### src/rtl/write_buffer_gen_pkg.sv
// Shared constants and byte-merge helpers for the posted-write buffer.
package write_buffer_gen_pkg;

    localparam int unsigned DEF_ADDR_W = 30;
    localparam int unsigned DEF_DATA_W = 32;
    localparam int unsigned DEF_DEPTH  = 4;

    // Widest data path the shared byte-merge helper covers; callers zero-extend into it.
    localparam int unsigned MAX_DATA_W = 512;
    localparam int unsigned MAX_BE_W   = MAX_DATA_W / 8;

    function automatic int unsigned clog2(input int unsigned v);
        int unsigned r;
        r = 0;
        while ((64'(1) << r) < 64'(v)) begin
            r = r + 1;
        end
        return r;
    endfunction

    // Per-byte mux: enabled bytes come from new_word, the rest keep old_word.
    function automatic logic [MAX_DATA_W-1:0] bytemerge(
        input logic [MAX_DATA_W-1:0] old_word,
        input logic [MAX_DATA_W-1:0] new_word,
        input logic [MAX_BE_W-1:0]   be
    );
        logic [MAX_DATA_W-1:0] res;
        for (int i = 0; i < int'(MAX_BE_W); i++) begin
            res[8*i +: 8] = be[i] ? new_word[8*i +: 8] : old_word[8*i +: 8];
        end
        return res;
    endfunction

endpackage

### src/rtl/write_buffer_gen_fwd_merge.sv
// Forwarding lookup: merges all matching queued entries, oldest to youngest.
module wb_fwd_merge
    import write_buffer_gen_pkg::*;
#(
    parameter int unsigned DEPTH  = DEF_DEPTH,
    parameter int unsigned ADDR_W = DEF_ADDR_W,
    parameter int unsigned DATA_W = DEF_DATA_W,
    localparam int unsigned BE_W  = DATA_W / 8,
    localparam int unsigned PTR_W = clog2(DEPTH)
) (
    input  logic [DEPTH-1:0]             vld,
    input  logic [DEPTH-1:0][ADDR_W-1:0] adr,
    input  logic [DEPTH-1:0][DATA_W-1:0] data,
    input  logic [DEPTH-1:0][BE_W-1:0]   be,
    input  logic [PTR_W-1:0]             head,
    input  logic [ADDR_W-1:0]            fwdadr,
    output logic [DATA_W-1:0]            fwddata,
    output logic [BE_W-1:0]              fwdbyteen
);

    logic [PTR_W-1:0] idx;

    // Walking from head makes younger matches overwrite older bytes.
    always_comb begin
        fwddata   = '0;
        fwdbyteen = '0;
        idx       = '0;
        for (int k = 0; k < int'(DEPTH); k++) begin
            idx = head + PTR_W'(k);
            if (vld[idx] && (adr[idx] == fwdadr)) begin
                fwddata   = DATA_W'(bytemerge(MAX_DATA_W'(fwddata), MAX_DATA_W'(data[idx]),
                                              MAX_BE_W'(be[idx])));
                fwdbyteen = fwdbyteen | be[idx];
            end
        end
    end

endmodule

### src/rtl/write_buffer_gen.sv
// Posted-write buffer: coalesces same-word writes, forwards queued bytes, drains in order.
module write_buffer_gen
    import write_buffer_gen_pkg::*;
#(
    parameter int unsigned DEPTH  = DEF_DEPTH,
    parameter int unsigned ADDR_W = DEF_ADDR_W,
    parameter int unsigned DATA_W = DEF_DATA_W,
    localparam int unsigned BE_W  = DATA_W / 8,
    localparam int unsigned PTR_W = clog2(DEPTH)
) (
    input  logic              clk,
    input  logic              reset,
    input  logic [ADDR_W-1:0] adr,
    input  logic [DATA_W-1:0] data,
    input  logic [BE_W-1:0]   byteen,
    input  logic              en,
    output logic              done,
    input  logic [ADDR_W-1:0] fwdadr,
    output logic              fwdhit,
    output logic [DATA_W-1:0] fwddata,
    output logic [BE_W-1:0]   fwdbyteen,
    input  logic              flush,
    output logic              flushdone,
    output logic [PTR_W:0]    count,
    output logic              full,
    output logic              empty,
    output logic [ADDR_W-1:0] memadr,
    output logic [DATA_W-1:0] memdata,
    output logic [BE_W-1:0]   membyteen,
    output logic              memen,
    input  logic              memdone
);

    logic [DEPTH-1:0][ADDR_W-1:0] ent_adr;
    logic [DEPTH-1:0][DATA_W-1:0] ent_data;
    logic [DEPTH-1:0][BE_W-1:0]   ent_be;
    logic [DEPTH-1:0]             ent_vld;
    logic [PTR_W-1:0]             head;
    logic [PTR_W-1:0]             tail;
    logic [PTR_W-1:0]             tail_m1;
    logic [PTR_W:0]               count_next;
    logic                         flushpend;
    logic                         merge;
    logic                         push;
    logic                         pop;

    // Merge only into the newest entry, and never into the head being presented to memory.
    assign tail_m1 = tail - PTR_W'(1);
    assign merge   = en && (count >= (PTR_W+1)'(2)) && (ent_adr[tail_m1] == adr);
    assign full    = (count == (PTR_W+1)'(DEPTH));
    assign empty   = (count == '0);
    assign done    = merge | ~full;
    assign push    = en & ~merge & ~full;

    assign memen     = ent_vld[head];
    assign memadr    = ent_adr[head];
    assign memdata   = ent_data[head];
    assign membyteen = ent_be[head];
    assign pop       = memdone & memen;

    assign flushdone = ~flushpend & empty;
    assign fwdhit    = |fwdbyteen;

    always_comb begin
        count_next = count;
        if (push && !pop) begin
            count_next = count + (PTR_W+1)'(1);
        end else if (!push && pop) begin
            count_next = count - (PTR_W+1)'(1);
        end
    end

    always_ff @(posedge clk) begin
        if (reset) begin
            head      <= '0;
            tail      <= '0;
            count     <= '0;
            ent_vld   <= '0;
            flushpend <= 1'b0;
        end else begin
            if (push) begin
                ent_vld[tail] <= 1'b1;
                tail          <= tail + PTR_W'(1);
            end
            if (pop) begin
                ent_vld[head] <= 1'b0;
                head          <= head + PTR_W'(1);
            end
            count <= count_next;
            if (count_next == '0) begin
                flushpend <= 1'b0;
            end else if (flush) begin
                flushpend <= 1'b1;
            end
        end
    end

    // Payload storage needs no reset; validity is tracked separately.
    always_ff @(posedge clk) begin
        if (push) begin
            ent_adr[tail]  <= adr;
            ent_data[tail] <= data;
            ent_be[tail]   <= byteen;
        end else if (merge) begin
            ent_data[tail_m1] <= DATA_W'(bytemerge(MAX_DATA_W'(ent_data[tail_m1]),
                                                   MAX_DATA_W'(data), MAX_BE_W'(byteen)));
            ent_be[tail_m1]   <= ent_be[tail_m1] | byteen;
        end
    end

    wb_fwd_merge #(
        .DEPTH  (DEPTH),
        .ADDR_W (ADDR_W),
        .DATA_W (DATA_W)
    ) u_fwd (
        .vld       (ent_vld),
        .adr       (ent_adr),
        .data      (ent_data),
        .be        (ent_be),
        .head      (head),
        .fwdadr    (fwdadr),
        .fwddata   (fwddata),
        .fwdbyteen (fwdbyteen)
    );

endmodule
### config.mk
export PLATFORM = sky130hd
export DESIGN_NAME = write_buffer_gen
export DESIGN_NICKNAME = d
export VERILOG_FILES = /design/src/rtl/write_buffer_gen_pkg.sv /design/src/rtl/write_buffer_gen_fwd_merge.sv /design/src/rtl/write_buffer_gen.sv
export SDC_FILE = /design/constraint.sdc
export NUM_CORES = 1
export LEC_CHECK = 0
export ABC_AREA = 1
export CORE_ASPECT_RATIO = 1.1
export CORE_MARGIN = 5
export CORE_UTILIZATION = 45
export CTS_CLUSTER_SIZE = 20
export DETAILED_ROUTE_END_ITERATION = 10
export HOLD_SLACK_MARGIN = 0.15
export PLACE_DENSITY = 0.66
export SYNTH_ARGS = -nofsm -noshare
export SYNTH_HDL_FRONTEND = slang
export SYNTH_SLANG_ARGS = --single-unit
export TNS_END_PERCENT = 30
### constraint.sdc
create_clock -name clk -period 7.1 [get_ports clk]
set_clock_uncertainty 0.1 [all_clocks]
set_input_delay 1.065 -clock clk [delete_from_list [all_inputs] [get_ports clk]]
set_output_delay 1.065 -clock clk [all_outputs]
set_load 0.02 [all_outputs]
# After elaboration in Yosys (flattened, before gate mapping)
# Index checks and enable logic that the tools add are counted.
[totals]
reg_bits = 276
input_bits = 101
output_inout_bits = 111
[classes]
add_sub_neg = 7
order_cmp = 10
n_eq_ne = 6
muxes = 94
bitwise = 15
n_reduce_logical = 18
[ops]
columns = ["cell", "count"]
rows = [
  ["$mux 32", 11],
  ["$bmux 32 s2", 5],
  ["$bmux 30 s2", 5],
  ["$bwmux 128", 2],
  ["$mux 128", 2],
  ["$mux 30", 6],
  ["$mux 8", 20],
  ["$eq 30x30->1", 5],
  ["$demux 32 s2", 2],
  ["$bwmux 120", 1],
  ["$demux 30 s2", 1],
  ["$mux 4", 14],
  ["$bmux 4 s2", 5],
  ["$bwmux 16", 2],
  ["$mux 16", 2],
  ["$or 4x4->4", 5],
  ["$lt 2x3->1 const B", 6],
  ["$demux 4 s2", 2],
  ["$logic_and 1x1->1", 11],
  ["$bmux 1 s2", 4],
  ["$ge 2x1->1 const B", 3],
  ["$logic_not 3->1", 2],
  ["$mux 1", 6],
  ["$mux 3", 2],
  ["other kinds (17)", 26],
]

# Depth between registers and ports, before layout
# Gate-level depths: netlist of the first run.
[logic_depth]
depth_word = 14
depth_mapped = 26
depth_no_buf = 20

# By module
# A second synthesis of the first run with hierarchy kept.
[hier_totals]
cells_unflattened = 3988
hier_area_um2 = 24953.9
[by_module_without_submodules]
columns = ["mod", "instances", "cells_each", "area_per_inst_um2", "seq_area_each_um2"]
rows = [
  ["write_buffer_gen", 1, 1611, 14610.3, 8167.8],
  ["wb_fwd_merge", 1, 2377, 10343.7, 0.0],
]

# Worst setup path after synthesis of the first run
# OpenSTA, ideal clock, no wires.
[synth_path]
path_type = "register -> register"
from = "register tail[0]"
to = "register ent_be[0] (netlist bit) (enable)"
arrival_time_ns = 5.050
setup_slack_ns = 1.509
path_stages_with_launch = 23
n_path_buf = 7
cell_sequence = "dfxtp_1 -> buf_2 -> inv_2 -> buf_2 -> buf_1 -> clkbuf_1 -> ha_1 -> inv_2 -> clkbuf_1 -> nand3_1 -> nand2_1 -> nand2_1 -> nand2_1 -> nand3_1 -> nor2_1 -> nand2_1 -> nor2_1 -> nand2_1 -> nand2_1 -> buf_4 -> nand2_2 -> buf_2 -> a21oi_1"
[synth_between]
elab_chain_len = 9
[synth_lines]
columns = ["item", "line", "source"]
rows = [
  ["from (decl)", "write_buffer_gen.sv:39", "logic [PTR_W-1:0] tail;"],
  ["from (signal assigned)", "write_buffer_gen.sv:83", "tail <= tail + PTR_W'(1);"],
  ["$sub 2x1->2 (*)", "write_buffer_gen.sv:48", "assign tail_m1 = tail - PTR_W'(1);"],
  ["net tail_m1[0]", "write_buffer_gen.sv:40", "logic [PTR_W-1:0] tail_m1;"],
  ["$bmux 30 s2 (*)", "write_buffer_gen.sv:49", "assign merge = en && (count >= (PTR_W+1)'(2)) && (ent_adr[tail_m1] == adr);"],
  ["$mux 30 (not written as such) (*)", "write_buffer_gen.sv:49", ""],
  ["$eq 30x30->1 (*)", "write_buffer_gen.sv:49", ""],
  ["$logic_and 1x1->1 (*)", "write_buffer_gen.sv:49", ""],
  ["$not 1->1", "write_buffer_gen.sv:53", "assign push = en & ~merge & ~full;"],
  ["$and 1x1->1 (2 in a row)", "write_buffer_gen.sv:53", ""],
  ["$reduce_bool 2->1 (no line) (*)", "--", ""],
  ["to (signal, indexed assignment)", "write_buffer_gen.sv:103", "ent_be[tail] <= byteen;"],
  ["to (signal, indexed assignment)", "write_buffer_gen.sv:107", "ent_be[tail_m1] <= ent_be[tail_m1] | byteen;"],
  ["to (decl)", "write_buffer_gen.sv:36", "logic [DEPTH-1:0][BE_W-1:0] ent_be;"],
]
# Mark *: on every way through the listed nets, which the timed path passes. The rest lies on a longest branch. The select of a mux whose other input is x is not followed.
# A chain may end at the register's enable or synchronous reset.

# Final worst setup path of the first run
[layout_path]
from = "register head[0]"
to = "output fwdhit"
[layout_between]
elab_chain_len = 12
word_cells_on_any_way = 43
classes_between = "add/sub: 3; eq/ne: 4; mux: 28; bitwise: 3; reduce/logical: 5"
[layout_lines]
columns = ["item", "line", "source"]
rows = [
  ["from (decl)", "write_buffer_gen.sv:38", "logic [PTR_W-1:0] head;"],
  ["from (signal assigned)", "write_buffer_gen.sv:87", "head <= head + PTR_W'(1);"],
  ["branches (longest 10 deep; another with $add 2x1->2)", "--", ""],
  ["$mux 4 (*)", "write_buffer_gen_fwd_merge.sv:30", "if (vld[idx] && (adr[idx] == fwdadr)) begin"],
  ["$reduce_or 4->1 (*)", "write_buffer_gen.sv:62", "assign fwdhit = |fwdbyteen;"],
  ["to (decl)", "write_buffer_gen.sv:19", "output logic fwdhit,"],
]
# Every way passes the cells marked *. The select of a mux whose other input is x is not followed.

==> summary.md, run 1 <==
| Metric | Value |
|---|---|
| Vias in the first global route | `21,700` |
| Max Cap Viol | `0` |
| Syn avg cell area | `6.78 um^2` |
| Max Transition Viols Final | `0` |
| Post-synth top area share | `36.1%` |
| FF+latch area | `0.00818 mm^2` |
| Crit Path Class | `flop to output pin` |
| Antenna-violating nets left | `0` |
| DR pass1 iterations | `6` |
| Cts bufs inserted | `34` |
| Mapped cell area | `0.0220 mm^2` |
| # DRC | `0` |
| Worst R2R Start | `tail[0]` |
| Clock Latency Late Sink | `560 ps` |
| Relative slew margins | `28.2%` |
| Post-Synth XOR/XNOR Area | `0.996%` |
| Post-Synth Adder-Cell Area | `0.797%` |
| Simple-gate portion of the synthesized area | `29.3%` |
| Worst r2r path cells | `18` |
| Seq/Total Area, Yosys | `37.1%` |
| Number of setup violations in the final report | `0` |
| Tmin final | `6680 ps` |
| DRT Wirelength | `85.7 mm` |
| CP max-delay cell | `dfxtp_4` |
| First-pass GRT wire length | `128 mm` |
| Initial antenna violation count | `3` |
| Maximum vdd ir drop | `211 uV` |
| RR Endpoint | `ent_be[6]` |
| Sum Neg Setup Slack | `0 ps` |
| CP Capture Type | `output pin` |
| Post-CTS setup buffers | `0` |
| Starting density of the core | `45.1%` |
| Final period utilization | `94.1%` |
| Initial DRC count | `2,624` |
| PnR Total Power | `0.00856 W` |
| CTS tree | `yes` |
| Area of the core | `0.0487 mm^2` |
| Die Width | `221 um` |
| Rows | `85` |
| Hold Crit Class | `flop to flop` |
| Compound-Gate Fraction of Synth Area | `19.8%` |
| Gpl congestion | `0.978` |
| Most frequent CP cell | `nand2_1` |
| Startpoint type of the worst setup path | `flop` |
| Post-CTS Resized | `0` |
| Die Ht | `242 um` |
| CTS Root Buffer Type | `clkbuf_16` |
| Share of cells above drive strength 1 | `4.62%` |
| Register bit total from synthesis | `276` |
| Hpwl dp | `58.6 mm` |
| Crit path buffers/inverters | `4` |
| PortBufs | `211` |
| Critical Path Sink | `fwdhit` |
| CTS Hold Buffers Added | `0` |
| Fmax | `0.150 GHz` |
| Synth unique cells | `39` |
| CTS clock-pin slew for the worst setup and hold paths | `60 ps` |
| Die area | `0.0534 mm^2` |
| Area grow syn2layout | `16.3%` |
| Clock sink count | `276` |
| H-tree Lvls | `2` |
| Drt via density | `5.82` |
| Area of the multi-input gates | `0.0118 mm^2` |
| Overall global routing resource usage | `31.0%` |
| Via count | `23,300` |
| Logic depth of the worst path, buffers included | `19` |
| Pleak | `10.9 nW` |
| Mux cell area share after synthesis | `2.28%` |
| Critical path origin | `head[0]` |
| Max stage delay on crit path | `800 ps` |
| Pwr per Cell Area | `335 mW/mm^2` |
| Largest family of logic cells by synthesized area | `simple AND/OR/NAND/NOR gates` |
| I/O pin count | `212` |
| WL per Instance | `21.4 um` |
| Status | `completed` |
| Pin count of the biggest net entering global routing | `217` |
| Largest cells by area after synthesis | `edfxtp_1, nand2_1, o21ai_0` |
| Post-Synthesis Cells | `3,242` |
| Crit path cell chain | `inv_6, ha_4, buf_4, nand3_1, o21a_1, nand2_1, o21ai_1, nor2_1, nand2_1, nor2_1, nand2_1, nor2_8, nand2_2, nand2_1, nor2_1, nand2_1, inv_1, nand2_1, clkdlybuf4s50_1` |
| CTS max path bufs | `3` |
| Biggest area consumer among synthesized cells | `edfxtp_1` |
| Net Count, Synth | `3,357` |
| Filler cells | `4,798` |
| Worst-Margin Slew | `1080 ps` |
| Flop-to-flop setup slack | `1570 ps` |
| RSZ-0062 raised after global routing | `no` |
| Worst path required time | `5930 ps` |
| Worst EP arrival | `5520 ps` |
| Nets | `3,446` |
| Final hold violations | `0` |
| Crit-path max FO | `73` |
| Worst path top cell family by delay | `simple AND/OR/NAND/NOR gates` |
| Gr ovfl total | `0` |
| Ys Warns | `0` |
routing by layer:
layer,global-route usage (%),vias to the layer above,part of all wire [%]
met2,51.7,1250,47
met3,5.59,223,9.5
met5,0,-,0.015
li1,-,11100,-
met4,12.3,2,4.3
met1,39.9,10800,39
stage by stage:
step           setup slack [ps]  utilization, %  hold slack (ps)  area, um^2  cells
2_1_floorplan              1510               -              362       22000   3242
3_3_place_gp               1160            50.1              377       24400   3947
3_5_place_dp               1110            50.1              387       24400   3947
4_1_cts                     507            52.5              398       25600   4009
5_1_grt                     102            52.5              415       25600   4009
6_report                    419            52.5              400       25600   4010
synth_stat cells (all sizes together):
library cell,n
ha,14
clkbuf,91
nand3b,17
xor2,25
dfxtp,12
clkinv,2
o22ai,142
and2,26
or2,29
edfxtp,264
nand3,221
o211ai,36
or3,1
o21a,4
inv,320
buf,106
nand2,1150
o2111ai,1
mux2i,50
a221oi,4
a22o,1
nor3,5
o21ai,515
a21oi,109
nor2,76
nand4,21
cells in the final DEF, fill, tap and decap left out, drive strengths merged:
cell type / synthesis / routed
a21oi: 109 / 109
a221oi: 4 / 4
a22o: 1 / 1
and2: 26 / 26
buf: 106 / 39
bufinv: 0 / 5
clkbuf: 91 / 41
clkdlybuf4s50: 0 / 211
clkinv: 2 / 14
clkinvlp: 0 / 2
dfxtp: 12 / 12
diode: 0 / 1
edfxtp: 264 / 264
ha: 14 / 14
inv: 320 / 322
mux2i: 50 / 50
nand2: 1150 / 1150
nand3: 221 / 221
nand3b: 17 / 17
nand4: 21 / 21
nor2: 76 / 76
nor3: 5 / 5
o2111ai: 1 / 1
o211ai: 36 / 36
o21a: 4 / 4
o21ai: 515 / 515
o22ai: 142 / 142
or2: 29 / 29
or3: 1 / 1
xor2: 25 / 25
cell type report:
type / instances / area share [%]
inverter: 322 / 4.77
clock buffer: 41 / 3.51
sequential: 276 / 32.0
antenna: 1 / 0.00979
tap: 652 / 3.19
clock inverter: 21 / 0.964
timing repair buffer: 250 / 9.55
multi-input combinational: 2447 / 46.0
kinds of logic after synthesis:
| group | Yosys count |
|---|---|
| xor+xnor | 25 |
| simple gates | 1546 |
| mux | 50 |
| buf+inv | 519 |
| compound gates | 812 |
| flops | 276 |
| fa+ha+maj | 14 |
where the power goes:
| group | leakage, nW | switching (W) | total, W | internal (W) |
|---|---|---|---|---|
| combinational | 7.82 | 0.00318 | 0.00463 | 0.00145 |
| clock | 0.555 | 0.000734 | 0.00182 | 0.00109 |
| sequential | 2.56 | 0.000137 | 0.00211 | 0.00198 |
| total | 10.9 | 0.00405 | 0.00856 | 0.00452 |
sequential cells by signal, indices dropped and copies added, names as in the netlist:
| signal | cells |
|---|---|
| tail | 2 |
| ent_adr | 120 |
| ent_data | 128 |
| head | 2 |
| flushpend | 1 |
| ent_vld | 4 |
| ent_be | 16 |
| count | 3 |
worst min path at each step:
stage / startpoint / endpoint / slack, ps / depth (start not counted)
2_1_floorplan: ent_vld[2] / ent_vld[2] / 360 / 2
3_3_place_gp: ent_vld[1] / ent_vld[1] / 380 / 2
3_5_place_dp: ent_vld[3] / ent_vld[3] / 390 / 2
4_1_cts: ent_vld[2] / ent_vld[2] / 400 / 2
5_1_grt: ent_vld[2] / ent_vld[2] / 410 / 2
6_report: ent_vld[2] / ent_vld[2] / 400 / 2
worst min-delay path, stage by stage, from the launching register on:
cell,delay (ps)
dfxtp_1,310
inv_1,70
a221oi_1,70
(Power assumes the default switching activity.)
==> run 2: changes to the inputs <==
CORE_ASPECT_RATIO = 1.4   (was 1.1)
clock period = 7.9 ns   (was 7.1 ns; I/O delays follow)
==> summary.md, run 2 (same netlist as run 1, synthesis figures left out) <==
| Metric | Value |
|---|---|
| Flop-to-flop setup slack | `1860 ps` |
| Worst R2R Start | `tail[0]` |
| Pin count of the biggest net entering global routing | `204` |
| Max Transition Viols Final | `0` |
| CTS clock-pin slew for the worst setup and hold paths | `70 ps` |
| Hold path depth | `2` |
| Worst-Margin Slew | `1230 ps` |
| Initial DRC count | `2,027` |
| Nets | `3,440` |
| Worst hold start | `ent_vld[2]` |
| RSZ-0062 raised after global routing | `no` |
| CTS Root Buffer Type | `clkbuf_16` |
| CP max-delay cell | `inv_2` |
| Area of the core | `0.0483 mm^2` |
| RR Endpoint | `ent_adr[43]` |
| Clock sink count | `276` |
| Share of cells above drive strength 1 | `4.57%` |
| Crit Path Class | `flop to output pin` |
| Leading cell type in the layout, fill and taps excluded | `nand2_1` |
| Pwr per Cell Area | `299 mW/mm^2` |
| Starting density of the core | `45.6%` |
| DR pass1 iterations | `7` |
| Overall global routing resource usage | `31.2%` |
| Die area | `0.0534 mm^2` |
| Number of setup violations in the final report | `0` |
| Gr ovfl total | `0` |
| PortBufs | `211` |
| Initial antenna violation count | `2` |
| Drt via density | `5.84` |
| Crit path cell chain | `inv_6, ha_4, inv_2, o21ai_0, xor2_1, nor3_1, nand2_1, nor2_4, nand3_2, inv_1, o211ai_1, nand2_1, clkdlybuf4s50_1` |
| Post-CTS setup buffers | `0` |
| First-pass GRT wire length | `129 mm` |
| CTS tree | `yes` |
| Die Width | `197 um` |
| # DRC | `0` |
| Reg with most FFs | `ent_data` |
| Cts bufs inserted | `30` |
| Final core utilization | `52.9%` |
| Area grow syn2layout | `16.0%` |
| Gpl congestion | `1.04` |
| Worst path top cell family by delay | `buffers and inverters` |
| Antenna-violating nets left | `0` |
| Max reg flops | `128` |
| H-tree Lvls | `1` |
| Via count | `23,200` |
| WL per Instance | `21.9 um` |
| Die Ht | `272 um` |
| Largest registers | `ent_data (128), ent_adr (120), ent_be (16)` |
| Maximum vdd ir drop | `229 uV` |
| Final period utilization | `87.1%` |
| Most frequent CP cell | `nand2_1` |
| Startpoint type of the worst setup path | `flop` |
| Hold endpoint | `ent_vld[2]` |
| Worst path required time | `6610 ps` |
| DRT Wirelength | `87.1 mm` |
| Max Cap Viol | `0` |
| Tmin final | `6880 ps` |
| Relative slew margins | `18.1%` |
| Hpwl dp | `60.3 mm` |
| Max stage delay on crit path | `670 ps` |
| Worst EP arrival | `5590 ps` |
| Worst r2r path cells | `15` |
| Hold Crit Class | `flop to flop` |
| Crit path buffers/inverters | `4` |
| Final hold violations | `0` |
| Vias in the first global route | `22,300` |
| Rows | `95` |
| CTS max path bufs | `3` |
| Most frequent cells in the layout | `nand2_1, o21ai_0, inv_1` |
| CP Capture Type | `output pin` |
| CTS Hold Buffers Added | `0` |
| I/O pin count | `212` |
| Fmax | `0.145 GHz` |
| Crit-path max FO | `103` |
| Clock Latency Late Sink | `580 ps` |
| Post-CTS Resized | `0` |
| Pleak | `10.9 nW` |
| Status | `completed` |
| Sum Neg Setup Slack | `0 ps` |
## run 2: where the power goes
group          switching, W  internal [W]  leakage [nW]
clock network      0.000610      0.000935         0.518
logic               0.00291       0.00131          7.82
registers         0.0000922       0.00178          2.56
## run 2: routing by layer
| metal | part of all wire (%) | up-vias | wire length [um] | GRT usage (%) |
|---|---|---|---|---|
| met5 | 0 | - | 0 | 0 |
| met4 | 5.9 | 0 | 5110 | 17.3 |
| met3 | 7.3 | 262 | 6350 | 4.23 |
| met2 | 50 | 1129 | 43700 | 55.9 |
| met1 | 37 | 10800 | 31900 | 35.3 |
| li1 | - | 11100 | - | - |
## run 2: final cells by class
type	instances	area (um^2)
multi-input cells	2447	11800
clock inverters	14	208
well taps	630	788
clock buffers	42	877
flip-flops and latches	276	8180
repair buffers	248	2480
fillers	4720	22700
inverters	322	1220
diodes	2	5.00
## run 2: worst max path at each step
stage                             end  cells past startpoint  slack (ps)  startpoint
after floorplan             ent_be[0]                     22        2310     tail[0]
after global placement    fwddata[14]                     14        1720     head[0]
after detailed placement  fwddata[14]                     14        1720     head[0]
after CTS                 fwddata[30]                     14        1090     head[0]
after global routing      fwddata[30]                     13         860     head[0]
final                     fwddata[30]                     13        1020     head[0]
## run 2: tightest hold or removal path, delay by kind of cell, from the launching register on
kind            cells  cell delay, ps
buf+inv             1              70
compound gates      1              70
flops               1             310
## run 2: stage by stage
stage	std cells	area, um^2	hold slack [ps]	total power, W	worst slack [ps]
final	3981	25500	397	0.00763	1020
after global routing	3981	25500	409	0.00807	858
after CTS	3979	25500	396	0.00761	1090
after detailed placement	3923	24400	387	0.00606	1720
after global placement	3923	24400	376	0.00601	1720
after floorplan	3242	22000	362	0.00456	2310
